$ cat config.mk
export PLATFORM = sky130hd
export DESIGN_NAME = am_ctrl
export DESIGN_NICKNAME = d
export VERILOG_FILES = /design/src/rtl/am_ctrl.sv
export SDC_FILE = /design/constraint.sdc
export NUM_CORES = 1
export LEC_CHECK = 0
export ABC_AREA = 1
export ABC_CLOCK_PERIOD_IN_PS = 2180
export BUFFER_PORTS_ARGS = -buffer_cell sky130_fd_sc_hd__buf_2
export CAP_MARGIN = 10
export CORE_MARGIN = 5
export CORE_UTILIZATION = 48
export DETAILED_ROUTE_END_ITERATION = 16
export PLACE_DENSITY = 0.67
export SLEW_MARGIN = 20
export SYNTH_ARGS = -nofsm -noshare
export SYNTH_HDL_FRONTEND = slang
export SYNTH_SLANG_ARGS = --single-unit
$ cat constraint.sdc
create_clock -name clk -period 2.18 [get_ports clk]
set_input_delay 0.327 -clock clk [delete_from_list [all_inputs] [get_ports clk]]
set_output_delay 0.327 -clock clk [all_outputs]
set_load 0.05 [all_outputs]
$ cat src/rtl/am_ctrl.sv
// am_ctrl: AM modulation-depth controller (static depth, optional triangle/single sweep).
// Define AM_CTRL_SWEEP_EN to compile in the UP/DOWN/HOLD sweep states and the dwell register.
module am_ctrl #(
  parameter int DIV_W  = 16,
  parameter int MA_MIN = 1,
  parameter int MA_MAX = 10
) (
  input  logic        clk,
  input  logic        rst_n,
  input  logic        cfg_we,
  input  logic [1:0]  cfg_addr,
  input  logic [15:0] cfg_wdata,
  input  logic        start,
  input  logic        stop,
  output logic [3:0]  ma,
  output logic        sample_tick,
  output logic [2:0]  state,
  output logic        sweep_done
);

  localparam logic [2:0] S_IDLE   = 3'd0;
  localparam logic [2:0] S_STATIC = 3'd1;
  localparam logic [2:0] S_UP     = 3'd2;
  localparam logic [2:0] S_DOWN   = 3'd3;
  localparam logic [2:0] S_HOLD   = 3'd4;

  localparam logic [3:0] MA_LO = 4'(MA_MIN);
  localparam logic [3:0] MA_HI = 4'(MA_MAX);

  logic [1:0]       mode_sh;
  logic [1:0]       mode_act;
  logic [3:0]       ma_static_sh;
  logic [3:0]       ma_static_act;
  logic [DIV_W-1:0] tick_div_sh;
  logic [DIV_W-1:0] tick_div_act;
  logic [DIV_W-1:0] div_cnt;

  logic       running;
  logic       apply;
  logic       mode_changed;
  logic [3:0] ma_static_eff;
  logic [2:0] entry_state;

`ifdef AM_CTRL_SWEEP_EN
  localparam logic [4:0] MA_TOP    = 5'(MA_MAX);
  localparam logic [4:0] MA_BOT_P1 = 5'(MA_MIN + 1);

  logic [7:0] dwell_sh;
  logic [7:0] dwell_act;
  logic [7:0] dwell_eff;
  logic [7:0] dwell_cnt;
  logic [1:0] mode_eff;
  logic       done_q;
`endif

  function automatic logic [3:0] clamp_ma(input logic [3:0] v);
    if (v < MA_LO)
      return MA_LO;
    else if (v > MA_HI)
      return MA_HI;
    else
      return v;
  endfunction

  assign running     = (state != S_IDLE);
  assign sample_tick = running && (div_cnt == tick_div_act);

  // Shadows become active on a tick or while idle; the "eff" values are what
  // this edge will use, so a freshly applied setting takes effect at its tick.
  assign apply         = sample_tick || !running;
  assign ma_static_eff = apply ? ma_static_sh : ma_static_act;
  assign mode_changed  = sample_tick && (mode_sh != mode_act);

`ifdef AM_CTRL_SWEEP_EN
  assign mode_eff    = apply ? mode_sh : mode_act;
  assign dwell_eff   = apply ? dwell_sh : dwell_act;
  assign entry_state = (mode_eff == 2'd1 || mode_eff == 2'd2) ? S_UP : S_STATIC;
  assign sweep_done  = done_q;
`else
  assign entry_state = S_STATIC;
  assign sweep_done  = 1'b0;
`endif

  always_ff @(posedge clk or negedge rst_n) begin
    if (!rst_n) begin
      mode_sh      <= 2'd0;
      ma_static_sh <= MA_LO;
      tick_div_sh  <= '0;
`ifdef AM_CTRL_SWEEP_EN
      dwell_sh     <= 8'd0;
`endif
    end else if (cfg_we) begin
      case (cfg_addr)
        2'd0:    mode_sh      <= cfg_wdata[1:0];
        2'd1:    ma_static_sh <= cfg_wdata[3:0];
        2'd2:    tick_div_sh  <= DIV_W'(cfg_wdata);
`ifdef AM_CTRL_SWEEP_EN
        2'd3:    dwell_sh     <= cfg_wdata[7:0];
`endif
        default: ;
      endcase
    end
  end

  always_ff @(posedge clk or negedge rst_n) begin
    if (!rst_n) begin
      mode_act      <= 2'd0;
      ma_static_act <= MA_LO;
      tick_div_act  <= '0;
`ifdef AM_CTRL_SWEEP_EN
      dwell_act     <= 8'd0;
`endif
    end else if (apply) begin
      mode_act      <= mode_sh;
      ma_static_act <= ma_static_sh;
      tick_div_act  <= tick_div_sh;
`ifdef AM_CTRL_SWEEP_EN
      dwell_act     <= dwell_sh;
`endif
    end
  end

  // Divider restarts from zero on every (re)entry and on leaving for IDLE.
  always_ff @(posedge clk or negedge rst_n) begin
    if (!rst_n)
      div_cnt <= '0;
    else if (!running || stop || start || sample_tick)
      div_cnt <= '0;
    else
      div_cnt <= div_cnt + DIV_W'(1);
  end

  always_ff @(posedge clk or negedge rst_n) begin
    if (!rst_n) begin
      state     <= S_IDLE;
      ma        <= MA_LO;
`ifdef AM_CTRL_SWEEP_EN
      dwell_cnt <= 8'd0;
      done_q    <= 1'b0;
`endif
    end else begin
`ifdef AM_CTRL_SWEEP_EN
      done_q <= 1'b0;
`endif
      if (stop) begin
        state <= S_IDLE;
        ma    <= MA_LO;
      end else if (start || mode_changed) begin
        state     <= entry_state;
        ma        <= MA_LO;
`ifdef AM_CTRL_SWEEP_EN
        dwell_cnt <= 8'd0;
`endif
      end else begin
        case (state)
          S_IDLE: ma <= MA_LO;
          S_STATIC: begin
            if (sample_tick)
              ma <= clamp_ma(ma_static_eff);
          end
`ifdef AM_CTRL_SWEEP_EN
          S_UP: begin
            if (sample_tick) begin
              if (dwell_cnt >= dwell_eff) begin
                dwell_cnt <= 8'd0;
                if (({1'b0, ma} + 5'd1) >= MA_TOP) begin
                  ma <= MA_HI;
                  if (mode_eff == 2'd2) begin
                    state  <= S_HOLD;
                    done_q <= 1'b1;
                  end else begin
                    state <= S_DOWN;
                  end
                end else begin
                  ma <= ma + 4'd1;
                end
              end else begin
                dwell_cnt <= dwell_cnt + 8'd1;
              end
            end
          end
          S_DOWN: begin
            if (sample_tick) begin
              if (dwell_cnt >= dwell_eff) begin
                dwell_cnt <= 8'd0;
                if ({1'b0, ma} <= MA_BOT_P1) begin
                  ma    <= MA_LO;
                  state <= S_UP;
                end else begin
                  ma <= ma - 4'd1;
                end
              end else begin
                dwell_cnt <= dwell_cnt + 8'd1;
              end
            end
          end
          S_HOLD: begin
            if (sample_tick)
              ma <= MA_HI;
          end
`else
          S_UP, S_DOWN, S_HOLD: begin
            state <= S_IDLE;
            ma    <= MA_LO;
          end
`endif
          default: begin
            state <= S_IDLE;
            ma    <= MA_LO;
          end
        endcase
      end
    end
  end

endmodule

==> metrics.yaml <==
wirelength_mm: 6.06
vias: 2316
ir_drop_v: 0.000378
insertion_delay_ns: 0.35
slew_violations: 0
core.rowCount: 29
path_max_fanout: 9
rsz0062_at_grt: "no"
async_flop_share_pct: 100
core_um2: 6310
endpoint_kind: "output pin"
drc: 0
period_share_pct: 93.6
synth_top_flop_cell: "dfrtp_1"
initial_utilization_pct: 48.8
gr-usage-all-layers_pct: 16.5
place.port_buffers: 28
io_pins: 32
cts_buffers: 9
postRouteAntennaNets: 0
root_buffer: "clkbuf_8"
setup_violations: 0
syn-cell-area_um2: 3080
drtIter0Drc: 85
grt_start_max_net_pins: 30
final_cell_mix: "105 x nand2_1, 60 x dfrtp_1, 40 x inv_1"
power_density_nw_per_um2: 825
holdCritPathClass: "in2async"
hpwl_mm: 4.38
antenna_found_initial: 0
clockBufferDepth: 2
cp.required_ns: 1.85
grt_pass1_wl_mm: 10.7
p_leak_nw: 1.71
die_x_um: 90.1
cts_tree: "built"
critPathArrivalTime_ns: 1.71
outcome: "complete, no violations"
die-area_um2: 8120
fin_crit_ns: 2.04
avgSynthCellArea_um2: 8.58
maxSlewHeadroom_pct: 54.5
finalHoldViolations: 0
area_delta_synth_final_pct: 14.5
yosys_warnings: 0
final_common_cell: "nand2_1"
wl_per_cell_um: 12.7
worst_hold_slack_ns: 0.0247
final_cell_area_um2: 3530
power_w: 0.00291
ys_seq_elements: 65
ys_seq_area_share_pct: 52.9
path_class: "reg2out"
gp_congestion: 0.853
synth_cell_types: 29
final_nets: 419
cap_viol_max_count: 0
clkSinkCount: 65
h-tree-depth: 3
final.fill_count: 595
fmax_mhz: 490
clock_skew_ns: 0.00721
diodes: 0
firstDrtPassIters: 4
synth.largest_area_cell: "dfrtp_1"
gr-total-overflow: 0
die_y_um: 90.1
synth_cells: 359
netlist_top_cells_area: "dfrtp_1 50%, nand2_1 13%, o21ai_0 5.4%"
postPlaceCellArea_um2: 3310
synth_edf_count: 0
final_layout_size_suffix_gt1_share_pct: 24.0
holdBufCountCts: 0
first_global_vias: 2330
path_clk_slew_ns: 0.06
synth_top_area_share_pct: 50.4
avgViaCountPerCell: 4.86
setup_tns_ns: 0
tightest_slew_ns: 0.682
critPathLaunchType: "flip-flop"
per-layer routing:
metal	global-route usage [%]	vias to the layer above	part of all wire (%)	wire, um
met5	0	-	0	0
met4	5.96	0	1.6	95
met3	6.26	9	5.8	354
met2	24.3	39	44	2640
met1	22.1	1069	49	2960
li1	-	1199	-	-
cell families (layout without fill, tap and decap cells):
family | count (synthesis) | count (layout) | synth area share [%]
AND/OR/NAND/NOR | 167 | 167 | 24.3
flip-flops | 65 | 65 | 52.9
buffers and inverters | 59 | 98 | 8.20
AO/OA/AOI/OAI | 50 | 50 | 8.37
multiplexers | 14 | 14 | 5.12
XOR/XNOR | 2 | 2 | 0.569
adder cells (fa/ha/maj) | 1 | 1 | 0.406
other | 1 | 3 | 0.122
through the flow:
stage | std cells | utilization, % | worst slack (ns)
4_1_cts | 476 | 55.5 | 0.0485
3_3_place_gp | 460 | 52.4 | 0.224
6_report | 477 | 55.8 | 0.140
3_5_place_dp | 460 | 52.4 | 0.245
5_1_grt | 477 | 55.8 | 0.0180
2_1_floorplan | 361 | - | 0.230
final cells by class:
| class | count | area [um2] | area share [%] |
|---|---|---|---|
| Clock buffer | 13 | 159 | 4.51 |
| Timing Repair Buffer | 35 | 211 | 6.00 |
| Inverter | 47 | 176 | 5.00 |
| Clock inverter | 3 | 40.0 | 1.14 |
| Sequential cell | 65 | 1630 | 46.3 |
| Multi-Input combinational cell | 237 | 1210 | 34.3 |
| Tap cell | 77 | 96.3 | 2.73 |
power breakdown:
part           leakage (nW)  switching (W)  total, W  internal, W
combinational         0.788       0.000246  0.000424     0.000178
sequential            0.820      0.0000886   0.00145      0.00136
clock                 0.103       0.000446   0.00103     0.000588
total                  1.71       0.000781   0.00291      0.00213
critical path, cell delays in order, from the launching register on:
cell	delay (ns)
dfrtp_1	0.40
inv_1	0.11
nand2_1	0.07
nand2_1	0.05
nor2_1	0.12
nand2_1	0.08
nor2_2	0.12
nand2_4	0.12
nor2_4	0.12
buf_6	0.17
state kept, by name (all words and copies together) (netlist names):
signal and count:
div_cnt 16, ma 4, ma_static_act 4, ma_static_sh 4
mode_act 2, mode_sh 2, state 1, tick_div_act 16
tick_div_sh 16
worst paths after layout:
check	from	endpoint	slack (ns)	cells after the start
max	div_cnt[3]	sample_tick	0.14	9
min	rst_n	tick_div_sh[4]	0.02	1
max reg2reg	div_cnt[3]	ma[0]	0.28	15
min reg2reg	tick_div_sh[3]	tick_div_act[3]	0.48	2
max in group asynchronous	rst_n	tick_div_sh[8]	1.51	2
min in group clk	stop	state[0]	0.15	2
synthesized netlist by cell type (2+ instances only):
cell / count
nand3_1: 8
dfstp_2: 3
nor3_2: 2
nor4_1: 2
nor3_1: 7
nand2_2: 2
nor2_2: 9
nand3_2: 3
nor2_1: 22
nand2_4: 4
clkbuf_1: 3
buf_2: 4
inv_1: 40
o21ai_0: 33
a21oi_1: 14
inv_2: 7
xnor2_1: 2
dfrtp_1: 62
buf_4: 4
mux2_2: 14
nand2_1: 105
nand4_1: 2
repair_timing:
| action | 4_1_cts | 5_1_grt |
|---|---|---|
| buffers inserted | 0 | 1 |
| endpoints found under the setup margin | 1 | 3 |
| pin swaps | 0 | 0 |
| gates resized for setup | 1 | 4 |
No activity file was read; power rests on OpenSTA's default activity.
